## src/rtl/seq_detect_prog.sv

```systemverilog
// Runtime-programmable serial pattern detector with registered one-cycle match pulse.
// Define SEQDET_GAP_TIMEOUT_EN to discard a partial match after TIMEOUT idle cycles.
module seq_detect_prog #(
   parameter int unsigned         MAX_LEN     = 8,
   parameter int unsigned         CNT_W       = 8,
   parameter logic [MAX_LEN-1:0]  RST_PATTERN = MAX_LEN'(4'b1101),
   parameter int unsigned         RST_LEN     = 4,
   parameter bit                  RST_OVERLAP = 1'b0,
   parameter int unsigned         TIMEOUT     = 16
) (
   input  logic               clk,
   input  logic               reset,
   input  logic               cfg_load,
   input  logic [MAX_LEN-1:0] cfg_pattern,
   input  logic [3:0]         cfg_len,
   input  logic               cfg_overlap,
   input  logic               count_clr,
   input  logic               seq_valid,
   input  logic               seq_in,
   output logic               match,
   output logic [CNT_W-1:0]   match_count,
   output logic               cfg_err,
   output logic [3:0]         fill
);

   typedef enum logic [1:0] {StIdle, StHunt, StHit} state_t;

   localparam bit               RST_LEGAL = (RST_LEN >= 2) && (RST_LEN <= MAX_LEN);
   localparam logic [3:0]       RST_LEN4  = 4'(RST_LEN);
   localparam logic [3:0]       MAX_LEN4  = 4'(MAX_LEN);
   localparam logic [CNT_W-1:0] CNT_MAX   = '1;

   state_t             state_q, state_d;
   logic [MAX_LEN-1:0] hist_q, hist_d;
   logic [3:0]         fill_q, fill_d;
   logic [MAX_LEN-1:0] pattern_q, pattern_d;
   logic [3:0]         len_q, len_d;
   logic               overlap_q, overlap_d;
   logic               cfg_err_q, cfg_err_d;
   logic [CNT_W-1:0]   count_q, count_d;

   logic [MAX_LEN-1:0] mask;
   logic [MAX_LEN-1:0] hist_n;
   logic [4:0]         fill_inc;
   logic [3:0]         fill_n;
   logic               hit;
   logic               cfg_legal;

`ifdef SEQDET_GAP_TIMEOUT_EN
   localparam int unsigned IDLE_W = $clog2(TIMEOUT + 1);
   logic [IDLE_W-1:0] idle_q, idle_d;
`else
   logic unused_timeout;
   assign unused_timeout = ^TIMEOUT;
`endif

   // Compare only the low len_q bits of the shifted history against the pattern.
   always_comb begin
      mask = '0;
      for (int i = 0; i < MAX_LEN; i++) begin
         mask[i] = (4'(i) < len_q);
      end
      hist_n   = {hist_q[MAX_LEN-2:0], seq_in};
      fill_inc = {1'b0, fill_q} + 5'd1;
      fill_n   = (fill_inc > {1'b0, len_q}) ? len_q : fill_inc[3:0];
      hit      = (fill_n == len_q) && (((hist_n ^ pattern_q) & mask) == '0);
      cfg_legal = (cfg_len >= 4'd2) && (cfg_len <= MAX_LEN4);
   end

   always_comb begin
      state_d   = state_q;
      hist_d    = hist_q;
      fill_d    = fill_q;
      pattern_d = pattern_q;
      len_d     = len_q;
      overlap_d = overlap_q;
      cfg_err_d = cfg_err_q;
`ifdef SEQDET_GAP_TIMEOUT_EN
      idle_d    = '0;
`endif
      if (cfg_load) begin
         pattern_d = cfg_pattern;
         len_d     = cfg_len;
         overlap_d = cfg_overlap;
         hist_d    = '0;
         fill_d    = '0;
         cfg_err_d = ~cfg_legal;
         state_d   = cfg_legal ? StHunt : StIdle;
      end else if (state_q != StIdle) begin
         if (seq_valid) begin
            hist_d = hist_n;
            if (hit) begin
               state_d = StHit;
               fill_d  = overlap_q ? fill_n : 4'd0;
            end else begin
               state_d = StHunt;
               fill_d  = fill_n;
            end
         end else begin
            state_d = StHunt;
`ifdef SEQDET_GAP_TIMEOUT_EN
            if (fill_q != '0) begin
               if (idle_q == IDLE_W'(TIMEOUT - 1)) begin
                  hist_d = '0;
                  fill_d = '0;
               end else begin
                  idle_d = idle_q + 1'b1;
               end
            end
`endif
         end
      end
   end

   // Clear wins over the increment from a match in the same cycle.
   always_comb begin
      count_d = count_q;
      if (count_clr) begin
         count_d = '0;
      end else if ((state_q == StHit) && (count_q != CNT_MAX)) begin
         count_d = count_q + 1'b1;
      end
   end

   always_ff @(posedge clk or posedge reset) begin
      if (reset) begin
         state_q   <= RST_LEGAL ? StHunt : StIdle;
         hist_q    <= '0;
         fill_q    <= '0;
         pattern_q <= RST_PATTERN;
         len_q     <= RST_LEN4;
         overlap_q <= RST_OVERLAP;
         cfg_err_q <= 1'b0;
         count_q   <= '0;
      end else begin
         state_q   <= state_d;
         hist_q    <= hist_d;
         fill_q    <= fill_d;
         pattern_q <= pattern_d;
         len_q     <= len_d;
         overlap_q <= overlap_d;
         cfg_err_q <= cfg_err_d;
         count_q   <= count_d;
      end
   end

`ifdef SEQDET_GAP_TIMEOUT_EN
   always_ff @(posedge clk or posedge reset) begin
      if (reset) begin
         idle_q <= '0;
      end else begin
         idle_q <= idle_d;
      end
   end
`endif

   assign match       = (state_q == StHit);
   assign match_count = count_q;
   assign cfg_err     = cfg_err_q;
   assign fill        = fill_q;

endmodule

```

## config.mk

```make
export PLATFORM = sky130hd
export DESIGN_NAME = seq_detect_prog
export DESIGN_NICKNAME = d
export VERILOG_FILES = /design/src/rtl/seq_detect_prog.sv
export SDC_FILE = /design/constraint.sdc
export NUM_CORES = 1
export LEC_CHECK = 0
export BUFFER_PORTS_ARGS = -buffer_cell sky130_fd_sc_hd__buf_2
export CAP_MARGIN = 10
export CORE_ASPECT_RATIO = 0.7
export CORE_MARGIN = 1
export CORE_UTILIZATION = 55
export CTS_CLUSTER_SIZE = 30
export DETAILED_ROUTE_END_ITERATION = 6
export GPL_TIMING_DRIVEN = 0
export PLACE_DENSITY = 0.87
export SLEW_MARGIN = 20
export SYNTH_ARGS = -nofsm -noshare
export SYNTH_HDL_FRONTEND = slang
export SYNTH_SLANG_ARGS = --single-unit
```

## constraint.sdc

```tcl
create_clock -name clk -period 6.16 [get_ports clk]
set_input_delay 0.616 -clock clk [delete_from_list [all_inputs] [get_ports clk]]
set_output_delay 0.616 -clock clk [all_outputs]
set_load 0.05 [all_outputs]
```

==> reports/metrics.csv, run 1 <==
stage,metric,value,unit
route,Final ANT Viol Nets,0,
route,drt drc,0,
logic_synthesis,Ys Warns,0,
sta,clk_skew,0.00459,ns
setup_path,CP max FO,7,
logic_synthesis,main combinational cell family by area after synthesis,compound AO/OA/AOI/OAI gates,
placement,Place WS,3.47,ns
layout,layout cells sized above 1,0.244,
sta,Final Cycle Share,0.441,
floorplan,area of the die,3550,µm²
route,vias per cell,5.81,
logic_synthesis,mux cell area share after synthesis,0.0775,
layout,fillcell total,257,
worst_hold_path,HP Class,input pin to asynchronous set/reset pin,
route,vias,1459,
layout,Finished Cell Area,2130,µm²
sta,Max transition margin,0.500,
logic_synthesis,register area share after synthesis,0.484,
route,drt wl/cell,15.4,µm
floorplan,# rows,17,
layout,antenna diode count,0,
cts,Clock Tree Buf Depth,2,
logic_synthesis,Compound-Gate Fraction of Synth Area,0.150,
flow_run,max_cap viols,0,
layout,Multi-input gate area,882,µm²
cts,root buf cell,clkbuf_8,
logic_synthesis,ranking of synthesized cells by area,"dfrtp_1 41%, dfstp_2 7.2%, mux2_2 5.6%",
cts,postcts setup bufs,0,
logic_synthesis,"top cells by count, synth","30 x dfrtp_1, 15 x nand2_1",
placement,hpwl dp,2.80,mm
setup_path,CP Cell Sequence,nand3_1 -> xor2_1 -> inv_1 -> ha_1 -> a21oi_1 -> nand3_1 -> a21oi_1 -> a21oi_1 -> nor4b_4 -> o41ai_1,
placement,DP Area,2020,µm²
route,Routed WL,3.85,mm
cts,Clock Sinks,35,
global_routing,total track usage,0.259,
cts,post_cts resized,0,
logic_synthesis,post-synthesis async set-or-reset flop share,1.00,
cts,H-tree levels,2,
placement,I/O Buffers,30,
floorplan,IO Pins,33,
sta,Slew @ Worst Pin,0.747,ns
sta,Fin. Hold Viols,0,
logic_synthesis,"Cell Area, Synth",1820,µm²
logic_synthesis,Post-Synth XOR/XNOR Area,0.0768,
sta,# setup viols final,0,
layout,Syn-to-layout area delta,16.7,%
logic_synthesis,Synth Area in Simple Gates,0.139,
cts,number of buffers created by CTS,5,
setup_path,Worst EP arrival,2.87,ns
setup_path,Max stage delay on crit path,0.48,ns
setup_path,Critical Path RT,6.32,ns
power,pwr/cell area,267,nW/µm²
layout,Final Net Count,237,
logic_synthesis,syn nets,200,
logic_synthesis,Synth Flop Type,dfrtp_1,
logic_synthesis,post-synthesis adder-cell area fraction,0.0412,
global_routing,vias in the first global route,1414,
global_routing,GRT overflow,0,
floorplan,Die Ht,50.2,µm
logic_synthesis,Netlist cell types,40,
route,Starting DRT DRC Count,137,
sta,max-slew violations,0,
setup_path,slowest cell on the critical path,dfrtp_1,
global_routing,global-route wire length before repair,6.88,mm
floorplan,core area,3150,µm²
global_routing,initial antenna violation count,0,
layout,FF/Latch Area,882,µm²
floorplan,Starting Density,0.579,
sta,fmax,0.368,GHz
sta,aggregate negative setup slack,0,ns
setup_path,CP Launch Type,flop,
logic_synthesis,Post-synth EDFFs,0,
floorplan,Die Span X,70.8,µm
logic_synthesis,most frequent cell after synthesis,dfrtp_1,
global_routing,largest net degree at the start of global routing,36,
placement,Placer Congestion,0.906,
status,status,"complete, no violations",
setup_path,endpoint class of the critical path,flop,
logic_synthesis,Yosys top cell by area,dfrtp_1,
sta,setup slack after layout,3.44,ns
cts,"Hold-fix buffers, CTS",0,
power,peak supply drop,0.155,mV
cts,clock-pin slew on the worst setup and hold paths,0.07,ns
sta,hold slack,0.440,ns
sta,RSZ-0062 raised after global routing,no,
sta,min cycle time layout,2.72,ns
cts,CTS tree,done,
cts,insertion delay of the later-clocked pin in the worst-skew pair,0.29,ns
power,P_leak,1.03,nW
route,Pre-Repair DR Iteration Count,7,
setup_path,most numerous cell on the critical path,a21oi_1,
setup_path,worst setup path category,flop to flop,
logic_synthesis,Syn Area/Cell,10.4,µm²
logic_synthesis,cells after synthesis,175,
logic_synthesis,register bit count reported by yosys,35,
logic_synthesis,share of the synthesized area in the top cell type,0.412,
[power breakdown]
group | leakage (nW) | switching [mW] | total (mW) | internal, mW
Sequential | 0.449 | 0.0135 | 0.259 | 0.245
Combinational | 0.524 | 0.0652 | 0.107 | 0.0420
Clock | 0.0524 | 0.0813 | 0.202 | 0.121
Total | 1.03 | 0.160 | 0.568 | 0.408
[placed cells by master (no fill, tap or decap), types with 4 or more instances in the layout]
cell and instances:
xor2_1 10, dfstp_2 5, ha_1 6, mux2_2 9, clkbuf_1 7, clkbuf_8 5
a21oi_1 9, mux2i_1 4, xnor2_1 6, o21ai_0 10, dfrtp_1 30, a22o_1 7
nand3_1 4, nand4_1 4, nor2_1 10, inv_1 9, nand2_1 15, buf_2 30
[logic make-up after synthesis]
logic type,Yosys count
compound gates,41
xor+xnor,16
fa+ha+maj,6
buf+inv,16
flops,35
mux,13
simple gates,48
[layer usage]
layer | GRT usage | up-vias | wire length (µm)
li1 | - | 699 | -
met5 | 0 | - | 0
met2 | 0.367 | 55 | 1720
met4 | 0.110 | 0 | 41
met3 | 0.0522 | 6 | 234
met1 | 0.386 | 699 | 1860
[area by class of cell]
| type | instances | area share |
|---|---|---|
| clock buffers | 7 | 0.0359 |
| inverters | 10 | 0.0176 |
| flip-flops and latches | 35 | 0.414 |
| repair buffers | 30 | 0.0705 |
| clock inverters | 1 | 0.0141 |
| plain buffers | 6 | 0.0106 |
| multi-input cells | 124 | 0.414 |
| well taps | 38 | 0.0223 |
[worst max-delay path, delay by kind of cell, from the launching register on]
| kind | cells | cell delay [ns] |
|---|---|---|
| buf+inv | 1 | 0.08 |
| fa+ha+maj | 1 | 0.33 |
| xor+xnor | 1 | 0.32 |
| simple gates | 3 | 0.42 |
| flops | 1 | 0.48 |
| compound gates | 4 | 0.96 |
[stage by stage]
| step | utilization | power (mW) | cells |
|---|---|---|---|
| 2_1_floorplan | - | 0.341 | 175 |
| 3_3_place_gp | 0.642 | 0.364 | 243 |
| 3_5_place_dp | 0.642 | 0.369 | 243 |
| 4_1_cts | 0.676 | 0.570 | 251 |
| 5_1_grt | 0.676 | 0.598 | 251 |
| 6_report | 0.676 | 0.568 | 251 |
[registers in the layout, summed over array words and instances (netlist names)]
signal	flops
match_count	8
pattern_q	8
hist_q	7
fill	4
len_q	4
state_q	2
cfg_err	1
overlap_q	1
[worst paths after layout]
path	from	end	slack, ns	cells after the start
worst max-delay path	fill[0]	fill[3]	3.44	10
max in group asynchronous	reset	fill[2]	5.27	2
worst min-delay path	reset	pattern_q[7]	0.44	2
worst max register to register	fill[0]	fill[3]	3.44	10
worst min register to register	cfg_err	cfg_err	0.53	2
min in group clk	cfg_err	cfg_err	0.53	2
(Power assumes the default switching activity.)
==> run 2, diff against run 1 <==
clock period = 2.55 ns   (was 6.16 ns; I/O delays follow)
==> reports/metrics.csv, run 2 (synthesis results as in run 1) <==
stage,metric,value,unit,change
status,status,"complete, no violations",,
sta,Final Cycle Share,0.967,,+0.526
cts,Clock Sinks,35,,unchanged
floorplan,Die Span X,70.8,µm,unchanged
setup_path,CP Launch Type,flop,,
placement,DP Area,2030,µm²,+0.19%
setup_path,reg2reg start,fill[2],,
route,drt drc,0,,unchanged
route,Starting DRT DRC Count,143,,+4.4%
floorplan,Starting Density,0.579,,unchanged
setup_path,CP Cell Sequence,buf_4 -> buf_4 -> xnor2_2 -> inv_1 -> ha_1 -> nand4b_1 -> nand3_1 -> a21o_1 -> a21oi_2 -> nor4b_4 -> o41ai_2,,
sta,# setup viols final,0,,unchanged
sta,fmax,0.406,GHz,+10%
sta,Slew @ Worst Pin,0.728,ns,-0.0183 ns
setup_path,r2r worst-path depth,11,,+1
setup_path,crit path launch,fill[2],,
sta,aggregate negative setup slack,0,ns,unchanged
sta,Max transition margin,0.513,,+0.0122
cts,CTS tree,done,,
global_routing,initial antenna violation count,0,,unchanged
floorplan,IO Pins,33,,unchanged
floorplan,core area,3150,µm²,unchanged
route,vias,1508,,+3.4%
placement,dpl cells,243,,unchanged
placement,hpwl dp,2.66,mm,-5.2%
route,vias per cell,5.84,,+0.55%
layout,Layout Cells excl Fill,258,,+2.8%
floorplan,Die Ht,50.2,µm,unchanged
power,peak supply drop,0.347,mV,+120%
global_routing,met2 usage,0.348,,-0.0192
global_routing,met1 Use GR,0.358,,-0.0281
setup_path,cell family with most CP delay,compound AO/OA/AOI/OAI gates,,
setup_path,Max stage delay on crit path,0.45,ns,-0.03 ns
worst_hold_path,HP Class,input pin to asynchronous set/reset pin,,
sta,min cycle time layout,2.47,ns,-0.252 ns
global_routing,GRT overflow,0,,unchanged
layout,most frequent cells in the layout,"30 x buf_2, 27 x dfrtp_1, 15 x nand2_1, 10 x o21ai_0, 10 x nor2_1",,
sta,clk_skew,0.00462,ns,+0.0000297 ns
setup_path,most numerous cell on the critical path,buf_4,,
sta,Fin. Hold Viols,0,,unchanged
layout,"most common cell after layout, fill and taps aside",buf_2,,
layout,layout cells sized above 1,0.327,,+0.0831
global_routing,largest net degree at the start of global routing,36,,unchanged
placement,I/O Buffers,30,,unchanged
layout,fillcell total,222,,-14%
route,Pre-Repair DR Iteration Count,6,,-1
route,drt wl/cell,15.5,µm,+1.0%
flow_run,max_cap viols,0,,unchanged
power,pwr/cell area,619,nW/µm²,+130%
layout,antenna diode count,0,,unchanged
global_routing,GR Layer Usage met3,0.0602,,+0.00803
layout,Final Net Count,244,,+3.0%
setup_path,worst path bufs/invs,3,,+2
sta,max-slew violations,0,,unchanged
cts,Clock Tree Buf Depth,2,,unchanged
layout,FF/Latch Area,886,µm²,+0.43%
route,Final ANT Viol Nets,0,,unchanged
cts,clock-pin slew on the worst setup and hold paths,0.07,ns,about the same
power,P_leak,1.06,nW,+3.3%
placement,Placer Congestion,0.864,,-4.6%
sta,hold slack,0.0687,ns,-0.371 ns
setup_path,flop2flop setup slack,0.08,ns,-3.36 ns
setup_path,worst setup path category,flop to flop,,
global_routing,total track usage,0.244,,-0.0145
layout,Finished Cell Area,2230,µm²,+4.8%
cts,root buf cell,clkbuf_8,,
route,Routed WL,4.00,mm,+3.8%
global_routing,global-route wire length before repair,6.49,mm,-5.6%
global_routing,gr busiest metal,met1,,
layout,Multi-input gate area,931,µm²,+5.5%
setup_path,Worst EP arrival,2.65,ns,-0.22 ns
cts,H-tree levels,2,,unchanged
layout,Syn-to-layout area delta,22.3,%,
cts,insertion delay of the later-clocked pin in the worst-skew pair,0.30,ns,about the same
floorplan,# rows,17,,unchanged
global_routing,vias in the first global route,1368,,-3.3%
setup_path,CP max FO,6,,-1
setup_path,crit path to,fill[1],,
setup_path,endpoint class of the critical path,flop,,
setup_path,slowest cell on the critical path,dfrtp_2,,
cts,number of buffers created by CTS,5,,unchanged
setup_path,Critical Path RT,2.74,ns,-3.58 ns
setup_path,reg2reg end,fill[1],,
floorplan,area of the die,3550,µm²,unchanged
setup_path,CP Depth,11,,+1
==> run 2: cell count changes in the layout (fill, tap and decap cells not counted), moves of 2 or more <==
| cell | change |
|---|---|
| buf_4 | +7 |
| a21oi_1 | -3 |
| a21oi_2 | +3 |
| dfrtp_1 | -3 |
| dfrtp_2 | +3 |
| clkbuf_1 | -2 |
| clkbuf_8 | +2 |
| ha_1 | -2 |
==> run 2: metal layers <==
metal | share of wire | wire (µm) | up-vias
met5 | 0 | 0 | -
met2 | 0.46 | 1840 | 39
met1 | 0.47 | 1870 | 746
met3 | 0.054 | 217 | 10
met4 | 0.018 | 72 | 0
li1 | - | - | 713
==> run 2: worst reg2reg max path: cells and delay by family (launching register included) <==
family | cells | cell delay (ns)
AOI/OAI and AO/OA | 3 | 0.74
xor gates and xnor gates | 1 | 0.20
adders and majority gates | 1 | 0.31
buffers and inverters | 3 | 0.37
DFF | 1 | 0.45
and+or+nand+nor | 3 | 0.31
==> run 2: stage by stage <==
| stage | total power [mW] | setup slack [ns] | util |
|---|---|---|---|
| floorplan | 0.824 | 0.0576 | - |
| global route | 1.44 | -0.0670 | 0.709 |
| detailed placement | 0.889 | -0.102 | 0.643 |
| CTS | 1.36 | 0.00436 | 0.684 |
| global placement | 0.881 | -0.0569 | 0.643 |
| finish | 1.38 | 0.0845 | 0.709 |
==> run 2: layout make-up <==
type	count	area share
clock buffers	7	0.0432
clock inverters	1	0.00337
well taps	38	0.0213
inverters	10	0.0168
multi-input cells	124	0.417
repair buffers	37	0.0909
flip-flops and latches	35	0.397
plain buffers	6	0.0101
==> run 2: how the worst min path moves through the flow <==
stage,slack [ns],from,cells past startpoint,to
floorplan,0.35,seq_valid,1,state_q[0]
global placement,0.46,seq_valid,2,state_q[0]
detailed placement,0.41,reset,2,pattern_q[7]
CTS,0.09,reset,2,hist_q[1]
global route,0.13,reset,2,hist_q[3]
finish,0.07,reset,2,pattern_q[7]
==> run 2: power breakdown <==
group	internal [mW]	switching [mW]
Sequential	0.593	0.0317
Combinational	0.130	0.172
Clock	0.246	0.210
==> run 2: timing repair <==
action / 4_1_cts / 5_1_grt
hold buffers: 0 / 0
endpoints found under the setup margin: 2 / 4
setup buffers: 1 / 6
resized for setup: 3 / 5
pin swaps: 1 / 2
==> run 3, diff against run 2 <==
ABC_AREA = 1   (was default)
PLACE_DENSITY = 0.86   (was 0.87)
clock period = 2.5 ns   (was 2.55 ns; I/O delays follow)
==> reports/metrics.csv, run 3 <==
stage,metric,value,unit,change
logic_synthesis,share of the synthesized area in the top cell type,0.376,,-0.0351
global_routing,total track usage,0.257,,+0.0124
global_routing,met1 Use GR,0.386,,+0.0284
layout,antenna diode count,0,,unchanged
logic_synthesis,"top cells by count, synth","71 x nand2_1, 32 x inv_1, 30 x dfrtp_1, 21 x o21ai_0, 20 x nand3_1",,
sta,hold slack,0.0688,ns,+0.000109 ns
route,Final ANT Viol Nets,0,,unchanged
logic_synthesis,"Cell Area, Synth",1990,µm²,+9.3%
logic_synthesis,ranking of synthesized cells by area,"dfrtp_1 38%, nand2_1 13%, dfstp_2 6.6%",,
cts,"Hold-fix buffers, CTS",0,,unchanged
cts,insertion delay of the later-clocked pin in the worst-skew pair,0.29,ns,about the same
placement,hpwl dp,3.22,mm,+21%
placement,I/O Buffers,31,,+3.3%
logic_synthesis,register bit count reported by yosys,35,,unchanged
sta,Slew @ Worst Pin,0.698,ns,-0.0306 ns
layout,"most common cell after layout, fill and taps aside",nand2_1,,
route,vias per cell,5.14,,-12%
status,status,"complete, no violations",,
global_routing,largest net degree at the start of global routing,36,,unchanged
global_routing,GR Layer Usage met3,0.0635,,+0.00322
global_routing,global-route wire length before repair,7.14,mm,+10%
route,Routed WL,4.29,mm,+7.2%
logic_synthesis,Ys Warns,0,,unchanged
route,Pre-Repair DR Iteration Count,4,,-2
setup_path,flop2flop setup slack,0.19,ns,+0.10 ns
sta,max-slew violations,0,,unchanged
setup_path,CP Cell Sequence,ha_2 -> xor2_2 -> ha_1 -> nand2_1 -> inv_2 -> nand3_1 -> nand3_2 -> nand2_4 -> buf_6 -> nand3_2 -> nand3_2 -> nor2_4 -> nand3_2 -> nand3_1 -> nand2_1,,
setup_path,cell family with most CP delay,simple AND/OR/NAND/NOR gates,,
layout,most frequent cells in the layout,"71 x nand2_1, 32 x buf_2, 31 x inv_1, 28 x dfrtp_1, 21 x o21ai_0",,
sta,# setup viols final,0,,unchanged
global_routing,GRT overflow,0,,unchanged
setup_path,Max stage delay on crit path,0.45,ns,about the same
setup_path,Worst EP arrival,2.49,ns,-0.16 ns
sta,fmax,0.432,GHz,+6.6%
route,drt wl/cell,12.4,µm,-20%
floorplan,Starting Density,0.605,,+0.0254
layout,layout cells sized above 1,0.238,,-0.0890
floorplan,IO Pins,33,,unchanged
logic_synthesis,cells after synthesis,259,,+48%
cts,CTS tree,done,,
cts,root buf cell,clkbuf_8,,
power,peak supply drop,0.455,mV,+31%
sta,aggregate negative setup slack,0,ns,unchanged
cts,Clock Tree Buf Depth,2,,unchanged
setup_path,reg2reg start,fill[0],,
logic_synthesis,syn nets,284,,+42%
setup_path,Critical Path RT,2.68,ns,-0.06 ns
setup_path,CP Depth,15,,+4
global_routing,met2 usage,0.339,,-0.00836
setup_path,reg2reg end,fill[0],,
setup_path,CP max FO,10,,+4
global_routing,initial antenna violation count,0,,unchanged
route,drt drc,0,,unchanged
route,Starting DRT DRC Count,108,,-24%
power,P_leak,1.19,nW,+12%
floorplan,core area,3300,µm²,+4.7%
logic_synthesis,register area share after synthesis,0.442,,-0.0413
route,vias,1775,,+18%
logic_synthesis,Yosys top cell by area,dfrtp_1,,
layout,Syn-to-layout area delta,17.0,%,
global_routing,vias in the first global route,1563,,+14%
logic_synthesis,most frequent cell after synthesis,nand2_1,,
floorplan,Die Span X,74.0,µm,+4.4%
sta,Fin. Hold Viols,0,,unchanged
cts,clock-pin slew on the worst setup and hold paths,0.07,ns,about the same
setup_path,endpoint class of the critical path,flop,,
setup_path,worst setup path category,flop to flop,,
logic_synthesis,post-synthesis async set-or-reset flop share,1.00,,unchanged
sta,Max transition margin,0.534,,+0.0215
floorplan,area of the die,3870,µm²,+9.0%
sta,RSZ-0062 raised after global routing,no,,
cts,H-tree levels,2,,unchanged
sta,clk_skew,0.00262,ns,-0.00199 ns
logic_synthesis,Syn Area/Cell,7.70,µm²,-26%
layout,Final Net Count,322,,+32%
logic_synthesis,Synth Flop Type,dfrtp_1,,
setup_path,slowest cell on the critical path,dfrtp_2,,
placement,Placer Congestion,0.853,,-1.3%
logic_synthesis,Netlist cell types,28,,-30%
cts,number of buffers created by CTS,5,,unchanged
global_routing,gr busiest metal,met1,,
logic_synthesis,Post-synth EDFFs,0,,unchanged
setup_path,crit path launch,fill[0],,
setup_path,r2r worst-path depth,15,,+4
floorplan,Die Ht,52.4,µm,+4.4%
power,pwr/cell area,711,nW/µm²,+15%
setup_path,most numerous cell on the critical path,nand3_2,,
setup_path,crit path to,fill[0],,
floorplan,# rows,17,,unchanged
sta,min cycle time layout,2.31,ns,-0.152 ns
setup_path,CP Launch Type,flop,,
flow_run,max_cap viols,0,,unchanged
worst_hold_path,HP Class,input pin to asynchronous set/reset pin,,
setup_path,worst path bufs/invs,2,,-1
cts,Clock Sinks,35,,unchanged
sta,Final Cycle Share,0.926,,-0.0413
==> run 3: cell count changes after synthesis, sizes merged, moves of 4 or more <==
cell	previous run	this run
nor2	10	20
o22ai	1	6
mux2	9	0
clkbuf	5	1
nand3	4	28
xnor2	6	0
o21ai	11	27
xor2	10	5
inv	10	38
nand2	15	72
a22o	7	0
mux2i	4	0
==> run 3: per-layer routing <==
layer,wire length [µm],part of all wire
met1,2150,0.50
met2,1790,0.42
met3,285,0.066
met4,70,0.016
met5,0,0
==> run 3: worst min path at each step <==
stage,startpoint,endpoint,depth (start not counted)
after floorplan,count_clr,match_count[5],1
after global placement,count_clr,match_count[5],2
after detailed placement,reset,hist_q[1],2
after CTS,reset,pattern_q[4],2
after global routing,count_clr,match_count[5],2
final,reset,pattern_q[4],2
==> run 3: stage by stage <==
stage / power, mW / utilization / area [µm²] / setup WS [ns] / instances
after floorplan: 1.08 / - / 1990 / 0.0330 / 259
after global placement: 1.18 / 0.670 / 2210 / 0.167 / 337
after detailed placement: 1.19 / 0.670 / 2210 / 0.117 / 337
after CTS: 1.64 / 0.700 / 2310 / 0.0618 / 345
after global routing: 1.77 / 0.708 / 2330 / 0.00341 / 345
final: 1.66 / 0.708 / 2330 / 0.186 / 345
==> run 3: timing repair <==
item	4_1_cts	5_1_grt
setup endpoints to repair	0	6
gates resized for setup	0	6
setup buffers	0	0
==> run 3: kinds of logic after synthesis <==
group,Yosys count,share of synthesized area
xor gates and xnor gates,5,0.0220
AOI/OAI and AO/OA,40,0.106
buffers and inverters,43,0.0853
and+or+nand+nor,130,0.307
DFF,35,0.442
adders and majority gates,6,0.0376
==> run 3: final cells by class <==
class	instances	area [µm²]
timing repair buffer	31	155
tap	47	58.8
buffer	4	23.8
sequential	35	885
multi-input combinational	181	965
clock buffer	8	100
fill	247	963
inverter	39	146
==> run 3: power by group <==
group | switching [mW] | leakage, nW | internal (mW)
registers | 0.0450 | 0.448 | 0.615
clock network | 0.193 | 0.0515 | 0.251
logic | 0.366 | 0.690 | 0.190
total | 0.604 | 1.19 | 1.06
